==> config.mk <==
export PLATFORM = sky130hd
export DESIGN_NAME = branch_resolve_flat
export DESIGN_NICKNAME = d
export VERILOG_FILES = /design/src/rtl/branch_resolve_if.sv /design/src/rtl/branch_resolve.sv /design/src/flat_wrapper.sv
export SDC_FILE = /design/constraint.sdc
export NUM_CORES = 1
export LEC_CHECK = 0
export ABC_AREA = 1
export CAP_MARGIN = 20
export CELL_PAD_IN_SITES_DETAIL_PLACEMENT = 0
export CELL_PAD_IN_SITES_GLOBAL_PLACEMENT = 1
export CORE_ASPECT_RATIO = 0.5
export CORE_MARGIN = 2
export CORE_UTILIZATION = 34
export CTS_BUF_LIST = sky130_fd_sc_hd__clkbuf_4 sky130_fd_sc_hd__clkbuf_8 sky130_fd_sc_hd__clkbuf_16
export DETAILED_ROUTE_END_ITERATION = 7
export GPL_ROUTABILITY_DRIVEN = 1
export PLACE_DENSITY = 0.79
export SLEW_MARGIN = 10
export SYNTH_ARGS = -nofsm -noshare
export SYNTH_HDL_FRONTEND = slang
export SYNTH_SLANG_ARGS = --single-unit
==> constraint.sdc <==
create_clock -name i_clk -period 2.41 [get_ports i_clk]
set_input_delay 0.241 -clock i_clk [delete_from_list [all_inputs] [get_ports i_clk]]
set_output_delay 0.241 -clock i_clk [all_outputs]
set_load 0.01 [all_outputs]
==> src/rtl/branch_resolve_if.sv <==
// Request/result bundle for the branch resolution unit.
// The slave side is the resolver; the master side issues branches and consumes results.
interface branch_resolve_if #(
  parameter int XLEN = 32
);
  logic            i_valid;
  logic            o_ready;
  logic [2:0]      i_funct3;
  logic [XLEN-1:0] i_dataA;
  logic [XLEN-1:0] i_dataB;
  logic [XLEN-1:0] i_pc;
  logic [XLEN-1:0] i_imm;
  logic            i_pred_taken;
  logic            o_valid;
  logic            i_ready;
  logic            o_taken;
  logic            o_brEq;
  logic            o_brLT;
  logic            o_mispredict;
  logic            o_illegal;
  logic [XLEN-1:0] o_target;

  modport master (
    output i_valid, i_funct3, i_dataA, i_dataB, i_pc, i_imm, i_pred_taken, i_ready,
    input  o_ready, o_valid, o_taken, o_brEq, o_brLT, o_mispredict, o_illegal, o_target
  );

  modport slave (
    input  i_valid, i_funct3, i_dataA, i_dataB, i_pc, i_imm, i_pred_taken, i_ready,
    output o_ready, o_valid, o_taken, o_brEq, o_brLT, o_mispredict, o_illegal, o_target
  );
endinterface

==> src/rtl/branch_resolve.sv <==
// Branch compare/target unit with a single-entry result register and
// saturating resolved-branch / mispredict statistics counters.
module branch_resolve #(
  parameter int XLEN = 32,
  parameter int CNTW = 16
) (
  input  logic              i_clk,
  input  logic              i_rst_n,
  branch_resolve_if.slave   bus,
  input  logic              i_flush,
  input  logic              i_clr_cnt,
  output logic [CNTW-1:0]   o_br_count,
  output logic [CNTW-1:0]   o_mp_count
);

  localparam logic [XLEN-1:0] PC_STEP  = XLEN'(4);
  localparam logic [CNTW-1:0] CNT_ONE  = {{(CNTW-1){1'b0}}, 1'b1};

  function automatic logic [CNTW-1:0] sat_inc(input logic [CNTW-1:0] v);
    return (&v) ? v : v + CNT_ONE;
  endfunction

  logic                   w_ready;
  logic                   w_accept;
  logic                   w_hs;
  logic signed [XLEN-1:0] w_a_s;
  logic signed [XLEN-1:0] w_b_s;
  logic                   w_eq;
  logic                   w_lt;
  logic                   w_taken;
  logic                   w_illegal;
  logic                   w_mispredict;
  logic [XLEN-1:0]        w_target;

  logic                   r_vld_p1;
  logic                   r_taken_p1;
  logic                   r_eq_p1;
  logic                   r_lt_p1;
  logic                   r_mp_p1;
  logic                   r_ill_p1;
  logic [XLEN-1:0]        r_target_p1;
  logic [CNTW-1:0]        r_br_cnt;
  logic [CNTW-1:0]        r_mp_cnt;

  assign w_ready  = !r_vld_p1 || bus.i_ready;
  assign w_accept = bus.i_valid && w_ready && !i_flush;
  assign w_hs     = r_vld_p1 && bus.i_ready;

  assign w_a_s = bus.i_dataA;
  assign w_b_s = bus.i_dataB;
  assign w_eq  = (bus.i_dataA == bus.i_dataB);
  // Strict less-than is already false on equality, so brEq implicitly forces brLT low.
  assign w_lt  = bus.i_funct3[1] ? (bus.i_dataA < bus.i_dataB) : (w_a_s < w_b_s);

  always_comb begin
    w_taken   = 1'b0;
    w_illegal = 1'b0;
    case (bus.i_funct3)
      3'b000:          w_taken = w_eq;
      3'b001:          w_taken = !w_eq;
      3'b100, 3'b110:  w_taken = w_lt;
      3'b101, 3'b111:  w_taken = !w_lt;
      default:         w_illegal = 1'b1;
    endcase
  end

  assign w_mispredict = !w_illegal && (w_taken != bus.i_pred_taken);
  assign w_target     = w_taken ? (bus.i_pc + bus.i_imm) : (bus.i_pc + PC_STEP);

  // Stage p0 -> p1: result register
  always_ff @(posedge i_clk or negedge i_rst_n) begin
    if (!i_rst_n) begin
      r_vld_p1    <= 1'b0;
      r_taken_p1  <= 1'b0;
      r_eq_p1     <= 1'b0;
      r_lt_p1     <= 1'b0;
      r_mp_p1     <= 1'b0;
      r_ill_p1    <= 1'b0;
      r_target_p1 <= '0;
    end else begin
      if (i_flush) begin
        r_vld_p1 <= 1'b0;
      end else if (w_accept) begin
        r_vld_p1 <= 1'b1;
      end else if (w_hs) begin
        r_vld_p1 <= 1'b0;
      end
      if (w_accept) begin
        r_taken_p1  <= w_taken;
        r_eq_p1     <= w_eq;
        r_lt_p1     <= w_lt;
        r_mp_p1     <= w_mispredict;
        r_ill_p1    <= w_illegal;
        r_target_p1 <= w_target;
      end
    end
  end

  // Statistics count only results actually consumed, never flushed or illegal ones.
  always_ff @(posedge i_clk or negedge i_rst_n) begin
    if (!i_rst_n) begin
      r_br_cnt <= '0;
      r_mp_cnt <= '0;
    end else if (i_clr_cnt) begin
      r_br_cnt <= '0;
      r_mp_cnt <= '0;
    end else if (w_hs && !i_flush && !r_ill_p1) begin
      r_br_cnt <= sat_inc(r_br_cnt);
      if (r_mp_p1) begin
        r_mp_cnt <= sat_inc(r_mp_cnt);
      end
    end
  end

  assign bus.o_ready      = w_ready;
  assign bus.o_valid      = r_vld_p1;
  assign bus.o_taken      = r_taken_p1;
  assign bus.o_brEq       = r_eq_p1;
  assign bus.o_brLT       = r_lt_p1;
  assign bus.o_mispredict = r_mp_p1;
  assign bus.o_illegal    = r_ill_p1;
  assign bus.o_target     = r_target_p1;
  assign o_br_count       = r_br_cnt;
  assign o_mp_count       = r_mp_cnt;

endmodule

==> src/flat_wrapper.sv <==
// flat-port wrapper written by rule: the top's interface ports become plain ports
module branch_resolve_flat 
#(
  parameter int XLEN = 32,
  parameter int CNTW = 16
)
  (i_clk, i_rst_n, i_flush, i_clr_cnt, o_br_count, o_mp_count, bus_i_valid, bus_i_funct3, bus_i_dataA, bus_i_dataB, bus_i_pc, bus_i_imm, bus_i_pred_taken, bus_i_ready, bus_o_ready, bus_o_valid, bus_o_taken, bus_o_brEq, bus_o_brLT, bus_o_mispredict, bus_o_illegal, bus_o_target);
  branch_resolve_if #(.XLEN(XLEN)) bus_i ();
  input  logic i_clk;
  input  logic i_rst_n;
  input  logic i_flush;
  input  logic i_clr_cnt;
  output logic [CNTW-1:0] o_br_count;
  output logic [CNTW-1:0] o_mp_count;
  input wire logic [$bits(bus_i.i_valid)-1:0] bus_i_valid;
  input wire logic [$bits(bus_i.i_funct3)-1:0] bus_i_funct3;
  input wire logic [$bits(bus_i.i_dataA)-1:0] bus_i_dataA;
  input wire logic [$bits(bus_i.i_dataB)-1:0] bus_i_dataB;
  input wire logic [$bits(bus_i.i_pc)-1:0] bus_i_pc;
  input wire logic [$bits(bus_i.i_imm)-1:0] bus_i_imm;
  input wire logic [$bits(bus_i.i_pred_taken)-1:0] bus_i_pred_taken;
  input wire logic [$bits(bus_i.i_ready)-1:0] bus_i_ready;
  output wire logic [$bits(bus_i.o_ready)-1:0] bus_o_ready;
  output wire logic [$bits(bus_i.o_valid)-1:0] bus_o_valid;
  output wire logic [$bits(bus_i.o_taken)-1:0] bus_o_taken;
  output wire logic [$bits(bus_i.o_brEq)-1:0] bus_o_brEq;
  output wire logic [$bits(bus_i.o_brLT)-1:0] bus_o_brLT;
  output wire logic [$bits(bus_i.o_mispredict)-1:0] bus_o_mispredict;
  output wire logic [$bits(bus_i.o_illegal)-1:0] bus_o_illegal;
  output wire logic [$bits(bus_i.o_target)-1:0] bus_o_target;
  assign bus_i.i_valid = bus_i_valid;
  assign bus_i.i_funct3 = bus_i_funct3;
  assign bus_i.i_dataA = bus_i_dataA;
  assign bus_i.i_dataB = bus_i_dataB;
  assign bus_i.i_pc = bus_i_pc;
  assign bus_i.i_imm = bus_i_imm;
  assign bus_i.i_pred_taken = bus_i_pred_taken;
  assign bus_i.i_ready = bus_i_ready;
  assign bus_o_ready = bus_i.o_ready;
  assign bus_o_valid = bus_i.o_valid;
  assign bus_o_taken = bus_i.o_taken;
  assign bus_o_brEq = bus_i.o_brEq;
  assign bus_o_brLT = bus_i.o_brLT;
  assign bus_o_mispredict = bus_i.o_mispredict;
  assign bus_o_illegal = bus_i.o_illegal;
  assign bus_o_target = bus_i.o_target;
  branch_resolve #(.XLEN(XLEN), .CNTW(CNTW)) u_core (.i_clk(i_clk), .i_rst_n(i_rst_n), .bus(bus_i), .i_flush(i_flush), .i_clr_cnt(i_clr_cnt), .o_br_count(o_br_count), .o_mp_count(o_mp_count));
endmodule
==> results.md <==
- CTS tree: built
- Sw Ratio: 0.341
- Die Span Y: 107 um
- CTS clock-pin slew for the worst setup and hold paths: 60 ps
- HP Class: input port to register
- Core Area: 20600 um^2
- Hold Path End: u_core.bus.o_target[0]$_DFFE_PN0P_
- Seq. cell area: 1750 um^2
- Multi-input gate area: 5160 um^2
- Top cell type's share of synthesized area: 0.244
- Setup slack, reg-to-reg: 310 ps
- Layout cells sized above 1: 0.186
- Setup-failing EPs final: 0
- Combinational share of power: 0.452
- DP Cell Count: 1713
- DR DRC count: 0
- Worst path required time: 2620 ps
- Vias in the first global route: 8190
- Period utilization: 0.967
- Worst Reg-to-Reg Cells: 13
- Mapped Nets: 1304
- Die W: 210 um
- Routed length per instance: 15.5 um
- Slew headroom: 0.572
- Yosys top cell by area: dfrtp_1
- Site Rows: 37
- Largest net degree at the start of global routing: 32
- Maxcap violations: 0
- Clock power share: 0.263
- Post-synth EDFFs: 0
- Sw power: 1.67 mW
- Least-Margin Pin Slew: 642 ps
- IO buf count: 208
- Mapped Cells: 1099
- Min Hold Slack: 411 ps
- DRT Pass-1 Iters: 5
- Synth Flop Type: dfrtp_1
- Synth warn: 0
- Avg Cell Area, Syn: 6.53 um^2
- Seq/Total Area, Yosys: 0.244
- Final std cells w/o fill: 1737
- Die area: 22400 um^2
- Worst-Skew Late Latency: 330 ps
- Skew final: 7.04 ps
- Final Power: 4.89 mW
- Crit. End Element: register
- Post-synthesis async set-or-reset flop share: 1.00
- Grt ovf: 0
- Post-route cell area: 11600 um^2
- PD cells: 423 nW/um^2
- Placed Area: 10700 um^2
- Final ANT Viol Nets: 0
- CTS Buf Count: 9
- Count of state elements after synthesis: 70
- Deepest clock path buffer count: 2
- Routed Wire Length: 26900 um
- Syn-to-layout area delta: 61.0%
- Synth top area cells: dfrtp_1 24%, nand2_1 17%, ha_1 12%, inv_1 7.9%, xor2_1 5.1%
- Sequential Power Share: 0.285
- VDD IR max: 0.000373 V
- RD Place Congestion: 0.948
- DR vias/cell: 4.93
- Pleak: 5.53 nW
- Max-slew violations: 0
- CP Class: input port to register
- Post-DP HPWL: 22000 um
- R2r endpoint: u_core.o_mp_count[8]$_DFFE_PN0P_
- Clock Root Buffer: clkbuf_16
- Number of cells on the worst hold path: 6
- Global-route wire length before repair: 41900 um
- Worst r2r src: u_core.o_mp_count[0]$_DFFE_PN0P_
- Synthesized area: 7180 um^2
- Outcome: complete, no violations
- Max Clock Freq: 429 MHz
- Crit path DAT: 2540 ps
- ANT cells: 0
- Initial DRC count: 533
- Pint: 3.22 mW
- H-tree level count: 3
- Tmin final: 2330 ps
- Netlist cell types: 44
- Maximum fanout along the worst path: 6
- Hold Vio Cnt, Final: 0
- Initial Util: 0.348
- Final net count: 1666
- Initial antenna violation count: 0
- Layout filler cell count: 1995
- Hold Startpoint: bus_i_imm[0]
- Vias post-DR: 8562
- Worst setup SP type: input port
- I/O Pins: 209
- CTS Sinks: 70
- Overall Global Routing Usage: 0.234
[power by group through the flow]
stage               Combinational [mW]  Sequential, mW  Clock, mW
finish                            2.21            1.39       1.28
floorplan                        0.833            1.45          0
global placement                  2.03            1.41          0
detailed placement                2.04            1.41          0
global route                      2.41            1.41       1.37
CTS                               2.05            1.39       1.32
[cells in the mapped netlist, types with 2 or more instances]
library cell  instances
buf_6                 2
dfrtp_1              70
xnor2_1              14
a21oi_1              71
nor2_1               92
a21o_1                6
buf_2                 9
nand2_2               2
clkbuf_1              9
buf_4                 2
nand3b_1              6
nand3_2               2
nor4_1                9
ha_1                 66
nor3_1               28
and3_1                2
inv_2                 4
o211ai_1              2
nand4_1              51
o31ai_1               3
nor3_2                4
nand2_1             319
nand3_1              60
o21bai_1              6
o21ai_1               4
inv_1               151
nor2_2                4
o21a_1                9
a31oi_1               5
o21ai_0              32
xor2_1               42
[kinds of logic (layout without fill, tap and decap cells)]
kind of cell               Yosys count  in the layout  synth area share
AOI/OAI and AO/OA                  142            142             0.111
xor gates and xnor gates            56             56            0.0683
adders and majority gates           67             67             0.118
buffers and inverters              178            543            0.0978
DFF                                 70             70             0.244
and+or+nand+nor                    586            586             0.361
[state kept, by name, indices dropped and copies added (netlist names)]
name / cells
u_core.o_br_count: 16
u_core.bus.o_taken: 1
u_core.bus.o_mispredict: 1
u_core.bus.o_target: 32
u_core.o_mp_count: 16
u_core.bus.o_brLT: 1
u_core.bus.o_brEq: 1
u_core.bus.o_illegal: 1
u_core.bus.o_valid: 1
[cells in the final DEF, fill, tap and decap left out, types with 16 or more instances in the layout]
cell | synthesis | final
nand2_1 | 319 | 301
clkdlybuf4s50_1 | 0 | 200
buf_4 | 2 | 152
inv_1 | 151 | 145
nor2_1 | 92 | 85
dfrtp_1 | 70 | 70
a21oi_1 | 71 | 60
nand3_1 | 60 | 58
nand4_1 | 51 | 51
ha_1 | 66 | 49
xor2_1 | 42 | 40
o21ai_0 | 32 | 30
nor3_1 | 28 | 24
nand2_2 | 2 | 17
ha_4 | 0 | 16
[how the worst max path moves through the flow]
stage | slack (ps) | depth (start not counted) | endpoint | from
floorplan | 450 | 15 | u_core.bus.o_target[28]$_DFFE_PN0P_ | bus_i_imm[0]
global placement | -350 | 13 | u_core.bus.o_target[24]$_DFFE_PN0P_ | bus_i_pc[19]
detailed placement | -350 | 13 | u_core.bus.o_target[18]$_DFFE_PN0P_ | bus_i_pc[7]
CTS | 4 | 17 | u_core.bus.o_target[28]$_DFFE_PN0P_ | bus_i_pc[0]
global route | -40 | 19 | u_core.bus.o_target[7]$_DFFE_PN0P_ | bus_i_dataB[7]
finish | 80 | 19 | u_core.bus.o_target[6]$_DFFE_PN0P_ | bus_i_dataB[7]
[stage by stage]
| stage | setup slack [ps] | utilization | TNS (ps) |
|---|---|---|---|
| 2_1_floorplan | 454 | - | 0 |
| 3_3_place_gp | -352 | 0.518 | -8100 |
| 3_5_place_dp | -345 | 0.518 | -9180 |
| 4_1_cts | 4.45 | 0.533 | 0 |
| 5_1_grt | -44.8 | 0.560 | -490 |
| 6_report | 79.9 | 0.560 | 0 |
[final cells by class]
type,count,area share
multi-input combinational,851,0.446
timing repair buffer,373,0.298
sequential,70,0.152
inverter,156,0.0507
tap,273,0.0295
clock buffer,10,0.0201
clock inverter,4,0.00433
[metal layers]
| metal | routed length (um) | share of wire | track usage |
|---|---|---|---|
| met1 | 13400 | 0.50 | 0.342 |
| met2 | 12000 | 0.44 | 0.375 |
| met3 | 1180 | 0.044 | 0.0208 |
| met4 | 448 | 0.017 | 0.0557 |
| met5 | 0 | 0 | 0 |
[worst max-delay path, stage by stage]
cell	delay [ps]
clkdlybuf4s50_1	480
inv_1	80
ha_4	270
nand2_1	60
nor2_1	150
nand2_1	70
nand2_1	70
nand2_1	50
nand2_1	70
nand2_2	90
nand2_2	100
nand2_4	70
nand2_4	80
nand2_4	70
nand3_4	190
buf_12	150
nand2_1	70
nand3_1	120
nand2_1	60
[repair_timing]
| item | CTS | global route |
|---|---|---|
| buffers inserted | 0 | 6 |
| endpoints found under the setup margin | 2 | 37 |
| endpoints found under the hold margin | 25 | 0 |
| pin swaps | 0 | 39 |
| hold buffers | 1 | 0 |
| resized for setup | 2 | 93 |
| gates cloned | 0 | 3 |
(Power assumes the default switching activity.)
